[src/rtl/spi_pkg.sv]
// spi_pkg: shared types and constants for the SPI slave register file.
//   state_t        - frame state machine encoding
//   ADDR_MAP       - command addresses mapped to register entries 0..7
//   DEFAULT_TABLE  - reset contents, entry 0 in bits [63:56]
//   CMD_WR_BIT     - command byte bit selecting write (1) or read (0)
//   decode_addr()  - address lookup returning mapped flag and entry index
package spi_pkg;

    typedef enum logic [1:0] {
        ST_IDLE,
        ST_CMD,
        ST_DATA,
        ST_DONE
    } state_t;

    localparam int unsigned NUM_ENTRIES = 8;
    localparam int unsigned CMD_WR_BIT  = 7;

    localparam logic [6:0] ADDR_MAP [NUM_ENTRIES] = '{
        7'h1A, 7'h1B, 7'h1C, 7'h1D, 7'h2A, 7'h2B, 7'h2C, 7'h2D
    };

    localparam logic [63:0] DEFAULT_TABLE = 64'h41DC3B4E8CB505E5;

    typedef struct packed {
        logic       mapped;
        logic [2:0] idx;
    } decode_t;

    function automatic decode_t decode_addr(input logic [6:0] addr);
        decode_t d;
        d = '0;
        for (int unsigned i = 0; i < NUM_ENTRIES; i++) begin
            if (addr == ADDR_MAP[i]) begin
                d.mapped = 1'b1;
                d.idx    = 3'(i);
            end
        end
        return d;
    endfunction

endpackage

[src/rtl/spi_sync_edge.sv]
// spi_sync_edge: 2-flop synchronizer with single-cycle edge detect.
//   clk, rst_n - system clock, asynchronous active-low reset
//   d          - asynchronous input pin
//   q          - synchronized level
//   rise, fall - one-clk pulses on synchronized rising/falling edges
module spi_sync_edge #(
    parameter logic RESET_VAL = 1'b0
) (
    input  logic clk,
    input  logic rst_n,
    input  logic d,
    output logic q,
    output logic rise,
    output logic fall
);

    logic meta;
    logic sync;
    logic prev;

    always_ff @(posedge clk or negedge rst_n) begin
        if (!rst_n) begin
            meta <= RESET_VAL;
            sync <= RESET_VAL;
            prev <= RESET_VAL;
        end else begin
            meta <= d;
            sync <= meta;
            prev <= sync;
        end
    end

    assign q    = sync;
    assign rise = sync & ~prev;
    assign fall = ~sync & prev;

endmodule

[src/rtl/spi_slave_regfile.sv]
// spi_slave_regfile: CLK-oversampled SPI mode-0 slave with an 8x8 register file.
//   CLK, RST_N - system clock, asynchronous active-low reset
//   SCLK, MOSI, SS - SPI pins from the master (asynchronous to CLK)
//   MISO       - slave data out, 0 while not selected
//   WR_STROBE  - one-CLK pulse on a committed register write
//   WR_ADDR    - entry index of the last committed write
//   BUSY       - frame in progress
// Frame: command byte (bit 7 = write, bits [6:0] = address), then data byte.
// The data byte returns the addressed entry's current value on MISO.
module spi_slave_regfile
    import spi_pkg::*;
#(
    parameter logic        SS_ACTIVE_HIGH = 1'b1,
    parameter logic [63:0] RESET_TABLE    = DEFAULT_TABLE
) (
    input  logic       CLK,
    input  logic       RST_N,
    input  logic       SCLK,
    input  logic       MOSI,
    input  logic       SS,
    output logic       MISO,
    output logic       WR_STROBE,
    output logic [2:0] WR_ADDR,
    output logic       BUSY
);

    // Reset asserts immediately, releases on CLK.
    logic rst_meta;
    logic rst_n_int;

    always_ff @(posedge CLK or negedge RST_N) begin
        if (!RST_N) begin
            rst_meta  <= 1'b0;
            rst_n_int <= 1'b0;
        end else begin
            rst_meta  <= 1'b1;
            rst_n_int <= rst_meta;
        end
    end

    logic sclk_q, sclk_rise, sclk_fall;
    logic ss_q, ss_rise, ss_fall;
    logic mosi_q, mosi_rise, mosi_fall;

    spi_sync_edge #(.RESET_VAL(1'b0)) u_sync_sclk (
        .clk  (CLK),
        .rst_n(rst_n_int),
        .d    (SCLK),
        .q    (sclk_q),
        .rise (sclk_rise),
        .fall (sclk_fall)
    );

    spi_sync_edge #(.RESET_VAL(!SS_ACTIVE_HIGH)) u_sync_ss (
        .clk  (CLK),
        .rst_n(rst_n_int),
        .d    (SS),
        .q    (ss_q),
        .rise (ss_rise),
        .fall (ss_fall)
    );

    spi_sync_edge #(.RESET_VAL(1'b0)) u_sync_mosi (
        .clk  (CLK),
        .rst_n(rst_n_int),
        .d    (MOSI),
        .q    (mosi_q),
        .rise (mosi_rise),
        .fall (mosi_fall)
    );

    logic sel;
    logic ss_assert;
    logic sclk_level_unused;
    logic mosi_edges_unused;

    assign sel               = SS_ACTIVE_HIGH ? ss_q : ~ss_q;
    assign ss_assert         = SS_ACTIVE_HIGH ? ss_rise : ss_fall;
    assign sclk_level_unused = sclk_q;
    assign mosi_edges_unused = mosi_rise | mosi_fall;

    state_t     state_q, state_d;
    logic [2:0] bit_cnt;
    logic [7:0] rx_sr;
    logic [7:0] tx_sr;
    logic       wr_q;
    logic       mapped_q;
    logic [2:0] idx_q;
    logic [7:0] regs [NUM_ENTRIES];
    logic       miso_q;

    logic       byte_done;
    logic [7:0] rx_next;
    decode_t    dec;
    logic       commit;

    always_comb begin
        byte_done = sel && sclk_rise && (bit_cnt == 3'd7);
        rx_next   = {rx_sr[6:0], mosi_q};
        dec       = decode_addr(rx_next[6:0]);
        commit    = (state_q == ST_DATA) && byte_done && wr_q && mapped_q;

        state_d = state_q;
        unique case (state_q)
            ST_IDLE: if (ss_assert) state_d = ST_CMD;
            ST_CMD:  if (byte_done) state_d = ST_DATA;
            ST_DATA: if (byte_done) state_d = ST_DONE;
            ST_DONE: state_d = ST_DONE;
        endcase
        // Deselect overrides everything, including an edge in the same cycle.
        if (!sel) state_d = ST_IDLE;
    end

    always_ff @(posedge CLK or negedge rst_n_int) begin
        if (!rst_n_int) begin
            state_q <= ST_IDLE;
        end else begin
            state_q <= state_d;
        end
    end

    always_ff @(posedge CLK or negedge rst_n_int) begin
        if (!rst_n_int) begin
            bit_cnt   <= '0;
            rx_sr     <= '0;
            tx_sr     <= '0;
            wr_q      <= 1'b0;
            mapped_q  <= 1'b0;
            idx_q     <= '0;
            miso_q    <= 1'b0;
            WR_STROBE <= 1'b0;
            WR_ADDR   <= '0;
            for (int unsigned i = 0; i < NUM_ENTRIES; i++) begin
                regs[i] <= RESET_TABLE[63 - 8*i -: 8];
            end
        end else begin
            WR_STROBE <= commit;
            if (commit) begin
                regs[idx_q] <= rx_next;
                WR_ADDR     <= idx_q;
            end

            if (!sel) begin
                bit_cnt <= '0;
                miso_q  <= 1'b0;
            end else begin
                unique case (state_q)
                    ST_IDLE: begin
                        bit_cnt <= '0;
                        miso_q  <= 1'b0;
                    end
                    ST_CMD: begin
                        miso_q <= 1'b0;
                        if (sclk_rise) begin
                            rx_sr   <= rx_next;
                            bit_cnt <= bit_cnt + 3'd1;
                            if (bit_cnt == 3'd7) begin
                                wr_q     <= rx_next[CMD_WR_BIT];
                                mapped_q <= dec.mapped;
                                idx_q    <= dec.idx;
                                tx_sr    <= dec.mapped ? regs[dec.idx] : 8'h00;
                            end
                        end
                    end
                    ST_DATA: begin
                        if (sclk_rise) begin
                            rx_sr   <= rx_next;
                            bit_cnt <= bit_cnt + 3'd1;
                        end
                        if (sclk_fall) begin
                            miso_q <= tx_sr[7];
                            tx_sr  <= {tx_sr[6:0], 1'b0};
                        end
                    end
                    ST_DONE: begin
                        miso_q <= 1'b0;
                    end
                endcase
            end
        end
    end

    assign MISO = miso_q;
    assign BUSY = (state_q != ST_IDLE);

endmodule

[config.mk]
export PLATFORM = sky130hd
export DESIGN_NAME = spi_slave_regfile
export DESIGN_NICKNAME = d
export VERILOG_FILES = /design/src/rtl/spi_pkg.sv /design/src/rtl/spi_sync_edge.sv /design/src/rtl/spi_slave_regfile.sv
export SDC_FILE = /design/constraint.sdc
export NUM_CORES = 1
export LEC_CHECK = 0
export BUFFER_PORTS_ARGS = -buffer_cell sky130_fd_sc_hd__buf_4
export CAP_MARGIN = 20
export CORE_MARGIN = 2
export CORE_UTILIZATION = 55
export DETAILED_ROUTE_END_ITERATION = 10
export HOLD_SLACK_MARGIN = 0.06
export MAX_ROUTING_LAYER = met4
export PLACE_DENSITY = 0.71
export RECOVER_POWER = 25
export SYNTH_ARGS = -nofsm -noshare
export SYNTH_HDL_FRONTEND = slang
export SYNTH_SLANG_ARGS = --single-unit
[constraint.sdc]
create_clock -name CLK -period 4 [get_ports CLK]
set_input_delay 0.6 -clock CLK [delete_from_list [all_inputs] [get_ports CLK]]
set_output_delay 0.6 -clock CLK [all_outputs]
set_load 0.01 [all_outputs]
# After elaboration in Yosys (flattened, before gate mapping)
# Index checks and enable logic that the tools add are counted.
[op_classes]
n_mux = 30
order_cmp = 3
n_div = 0
n_mul = 0
n_eq_ne = 21
bitwise_logic = 8
shift = 0
add_sub_neg = 1
reduce_logical = 16
[op_table]
columns = ["op", "n"]
rows = [
  ["bitwise mux 64 bit", 1],
  ["2-to-1 mux 8 bit", 7],
  ["2-to-1 mux 4 bit", 8],
  ["== test 7 x 5 -> 1 bit (second input constant)", 4],
  ["== test 7 x 6 -> 1 bit (second input constant)", 4],
  ["binary-select mux 8 bit (select 3 bit)", 1],
  ["demux 8 bit (select 3 bit)", 1],
  ["!= test 3 bit (second input constant)", 6],
  ["one-hot mux 8 bit (2 select lines)", 1],
  [">= comparator 4 bit (second input constant)", 2],
  ["2-to-1 mux 2 bit", 4],
  ["inverter 3 -> 4 bit", 2],
  ["one-hot mux 2 bit (4 select lines)", 1],
  ["logical AND 1 bit", 6],
  ["2-to-1 mux 3 bit", 2],
  ["!= test 2 bit (second input constant)", 3],
  ["one-hot mux 3 bit (2 select lines)", 1],
  ["AND reduction 3 bit", 2],
  ["AND reduction 5 bit", 1],
  ["== test 2 bit (second input constant)", 2],
  ["less-than comparator 4 x 1 -> 1 bit (second input constant)", 1],
  ["AND reduction 4 bit", 1],
  ["nonzero test 2 bit", 2],
  ["adder 3 x 1 -> 3 bit (second input constant)", 1],
  ["10 further kinds", 15],
]
[totals]
elab_cells = 107
ff_bits = 104
mem_bits_rw = 0
memories = 0
latch_bits = 0
rom_bits = 0

# Logic depth before layout (Yosys ltp)
[depth]
ltp_word = 17
mapped_depth = 8
mapped_depth_nobuf = 7

# By module
# Synthesis repeated with hierarchy kept, for this count alone.
[hier_totals]
hier_cells = 370
hier_area_um2 = 4804.6
[by_module_without_submodules]
columns = ["module", "n_inst", "seq_area_each_um2", "area_per_inst_um2", "cells_each"]
rows = [
  ["spi_slave_regfile", 1, 2441.1, 4534.3, 355],
  ["spi_sync_edge", 3, 75.1, 90.1, 5],
]

# Least setup slack after synthesis
# No wires, ideal clock.
[synth_timing]
kind = "register -> register"
startpoint = "reg state_q[0]"
endpoint = "reg regs[48] (netlist bit)"
slack_ns = 1.881
stages_incl_launch_ff = 9
setup_time_ns = 0.125
arrival_ns = 1.994
n_path_buf = 1
required_time_ns = 3.875
path_cell_list = "dfrtp_1 inv_1 ha_1 nand4_1 nor3_2 nand2_1 or3_1 clkbuf_1 mux2_2"
[synth_via]
elab_chain_cells = 4
[synth_rtl]
columns = ["item", "line", "rtl"]
rows = [
  ["from (decl)", "spi_slave_regfile.sv:82", "state_t state_q, state_d;"],
  ["from (signal assigned)", "spi_slave_regfile.sv:118", "state_q <= state_d;"],
  ["== test 2 bit", "spi_slave_regfile.sv:101", "commit = (state_q == ST_DATA) && byte_done && wr_q && mapped_q;"],
  ["logical AND 1 bit (3 in series)", "spi_slave_regfile.sv:101", ""],
  ["net commit", "spi_slave_regfile.sv:95", "logic commit;"],
  ["to (signal, indexed assignment)", "spi_slave_regfile.sv:134", "regs[i] <= RESET_TABLE[63 - 8*i -: 8];"],
  ["to (signal, indexed assignment)", "spi_slave_regfile.sv:139", "regs[idx_q] <= rx_next;"],
  ["to (decl)", "spi_slave_regfile.sv:89", "logic [7:0] regs [NUM_ENTRIES];"],
]
# The timed path passes the listed nets, and every way through them passes these cells.
# A chain may end at the register's enable or synchronous reset.

# Worst setup path in the final report
[layout_timing]
startpoint = "reg state_q[0]"
endpoint = "reg regs[1] (netlist bit)"
# The elaborated chain is that of the path after synthesis.

==> qor.csv <==
metric;value;unit
outcome;complete, but fails checks;
violated checks;max-capacitance violations, max-slew violations;
Buffers on Ports;10;
clock skew;0.005435;ns
Final setup viols;0;
DR WL/cell;19.24;um
Crit Reg-Reg Startpoint;state_q[0];
clk slew on worst S/H paths;0.10;ns
Synth top area share;37.66;%
Core ar.;8636;um^2
leak pwr;2.284;nW
Synth top cells by count;73 x dfrtp_1, 73 x mux2_2, 40 x nand2_1;
initial antenna violation count;0;
H-tree levels;3;
via count;3128;
start point of the critical path;state_q[0];
post-synthesis register bit count;104;
CP Max Fanout;14;
R2R Setup Slk;1.12;ns
arrival time at the worst endpoint;3.14;ns
Die Outline Area;9587;um^2
Die W;97.92;um
HPWL after DPL;6684;um
cts hold-fix bufs;1;
period utilization;72.02;%
Tot GR Track Use;23.51;%
Root Driver;clkbuf_8;
layout overhead on the synthesized area;8.305;%
Max Clk Rate;347.1;MHz
Tmin final;2.881;ns
Core Util, Final;60.84;%
Synth area leaders;dfrtp_1 38%, mux2_2 17%, dfstp_2 17%, mux2i_1 3.1%, nand2_1 3.1%;
clk_lat worst skew;0.36;ns
Netlist cell types;48;
initial core utilization;56.17;%
Final nets;423;
Worst Max-Slew Pin Slew;2.792;ns
YS warnings;0;
CP required;4.25;ns
area leader, netlist;dfrtp_1;
Worst VDD drop;0.0002052;V
Die H;97.92;um
setup_tns;0;ns
Antenna Nets Post-Route;0;
Starting DRT DRC Count;174;
total of max-cap violations;1;
Mapped Area;4851;um^2
CTS tree;built;
Critical R2R Capture;regs[1];
Min-Delay Path Class;flop to flop;
clk sinks;104;
vias in the first global route;3170;
num rows;34;
Power Total;2.456;mW
Cells after Synth;410;
register area share after synthesis;54.45;%
Post-synth EDFFs;0;
Critical Path Start Type;flop;
Syn Nets;422;
final wirelength;10080;um
Setup Fix Bufs, Post-CTS;0;
RSZ-0062 raised after global routing;no;
Clock Path Buffers;2;
non-filler cells, final;524;
dpl cells;507;
cts repair resizes;0;
Async S/R FF share, synth;100.0;%
fin. max-slew vios;72;
CP Class;flop to flop;
Post-synth top flop;dfrtp_1;
R2R depth;7;
I/O pins;11;
first-pass GRT wire length;17040;um
Crit. End Element;flop;
vias per inst;5.969;
Pwr Density;467.5;nW/um^2
gr ovfl total;0;
CP Capture Point;regs[1];
layout cell share with drive strength beyond 1;32.93;%
DRC viols;0;
Num CTS Buffers;9;
normalized max-slew margin;-86.15;%
Placer Congestion;0.8576;
ANT cells;0;
Avg Cell Area, Syn;11.83;um^2
Final Hold Viols;0;
first-pass detailed-route iteration total;4;
largest net degree at the start of global routing;72;
[worst max-delay path, stage by stage, from the launching register on]
cell and delay [ns]:
dfrtp_1 0.41, inv_1 0.12, ha_1 0.45, nand4_1 0.21
nor3_2 0.37, nand2_1 0.16, nor2_1 0.63, mux2_2 0.42
[flip-flops by register name (all words and copies together) (netlist names)]
register,count
MISO,1
WR_ADDR,3
WR_STROBE,1
bit_cnt,3
idx_q,3
mapped_q,1
regs,64
rst_meta,1
rst_n_int,1
rx_sr,7
state_q,2
tx_sr,8
u_sync_mosi.meta,1
u_sync_mosi.q,1
u_sync_sclk.meta,1
u_sync_sclk.prev,1
u_sync_sclk.q,1
u_sync_ss.meta,1
u_sync_ss.prev,1
u_sync_ss.q,1
wr_q,1
[cells in the final DEF (no fill, tap or decap), types with 3 or more instances in the layout]
cell type  Yosys  final
clkbuf_4       0      3
nand3_1        3      3
mux2i_1       15     15
a31o_1         5      5
mux2_2        73     73
o21ai_0       11     11
nor4_1         7      7
dfrtp_1       73     73
a211oi_1       8      8
o2bb2ai_1      3      3
ha_1           7      7
clkbuf_8       0     10
inv_1         17     17
buf_4          0     11
nand2b_1       4      4
bufinv_16      0      3
nor2_1        11     11
a22oi_1        7      7
dfstp_2       31     31
nand4b_1       4      4
a31oi_1        6      6
nand2_1       40     40
a21oi_1        7      7
nor2b_1       11     11
nor3_1        12     11
[worst min-delay path by stage]
stage | from | to | depth (start not counted)
after floorplan | RST_N | rst_meta | 0
final | u_sync_ss.meta | u_sync_ss.q | 0
after detailed placement | u_sync_mosi.meta | u_sync_mosi.q | 0
after CTS | MOSI | u_sync_mosi.meta | 1
after global placement | u_sync_ss.meta | u_sync_ss.q | 0
after global routing | SCLK | u_sync_sclk.meta | 1
[per-layer routing]
metal | track usage [%] | part of all wire [%] | vias to the layer above | routed length [um]
li1 | - | - | 1450 | -
met1 | 32.19 | 46 | 1619 | 4686
met2 | 35.41 | 49 | 49 | 4902
met3 | 5.655 | 3.1 | 10 | 310
met4 | 6.624 | 1.8 | 0 | 182
met5 | - | 0 | - | 0
[area by class of cell]
| type | count | area [um^2] |
|---|---|---|
| Inverter | 17 | 63.81 |
| Tap cell | 108 | 135.1 |
| Timing Repair Buffer | 16 | 118.9 |
| Clock inverter | 5 | 103.9 |
| Fill cell | 694 | 3382 |
| Clock buffer | 11 | 141.4 |
| Sequential cell | 104 | 2641 |
| Multi-Input combinational cell | 263 | 2049 |
[stage by stage]
step	worst slack, ns	hold WS (ns)	instance area [um^2]
after floorplan	0.9426	0.3044	4851
after global placement	1.264	0.3318	5006
after detailed placement	1.160	0.3358	5006
after CTS	1.143	0.3261	5261
after global routing	0.5148	0.3425	5254
final	1.119	0.3564	5254
[where the power goes]
group          total [mW]  leakage (nW)  internal, mW  switching (mW)
Sequential           1.24          1.31          1.11           0.138
Clock               0.790         0.124         0.434           0.357
Combinational       0.422         0.855         0.169           0.253
[kinds of logic (layout without fill, tap and decap cells)]
logic type,after synthesis,count (layout),synth area share (%)
AND/OR/NAND/NOR,108,108,11.74
XOR/XNOR,2,2,0.5160
flip-flops,104,104,54.45
AO/OA/AOI/OAI,57,57,7.970
buffers and inverters,43,49,3.405
multiplexers,88,88,20.04
other,1,1,0.07731
adder cells (fa/ha/maj),7,7,1.805
No activity file was read; power rests on OpenSTA's default activity.
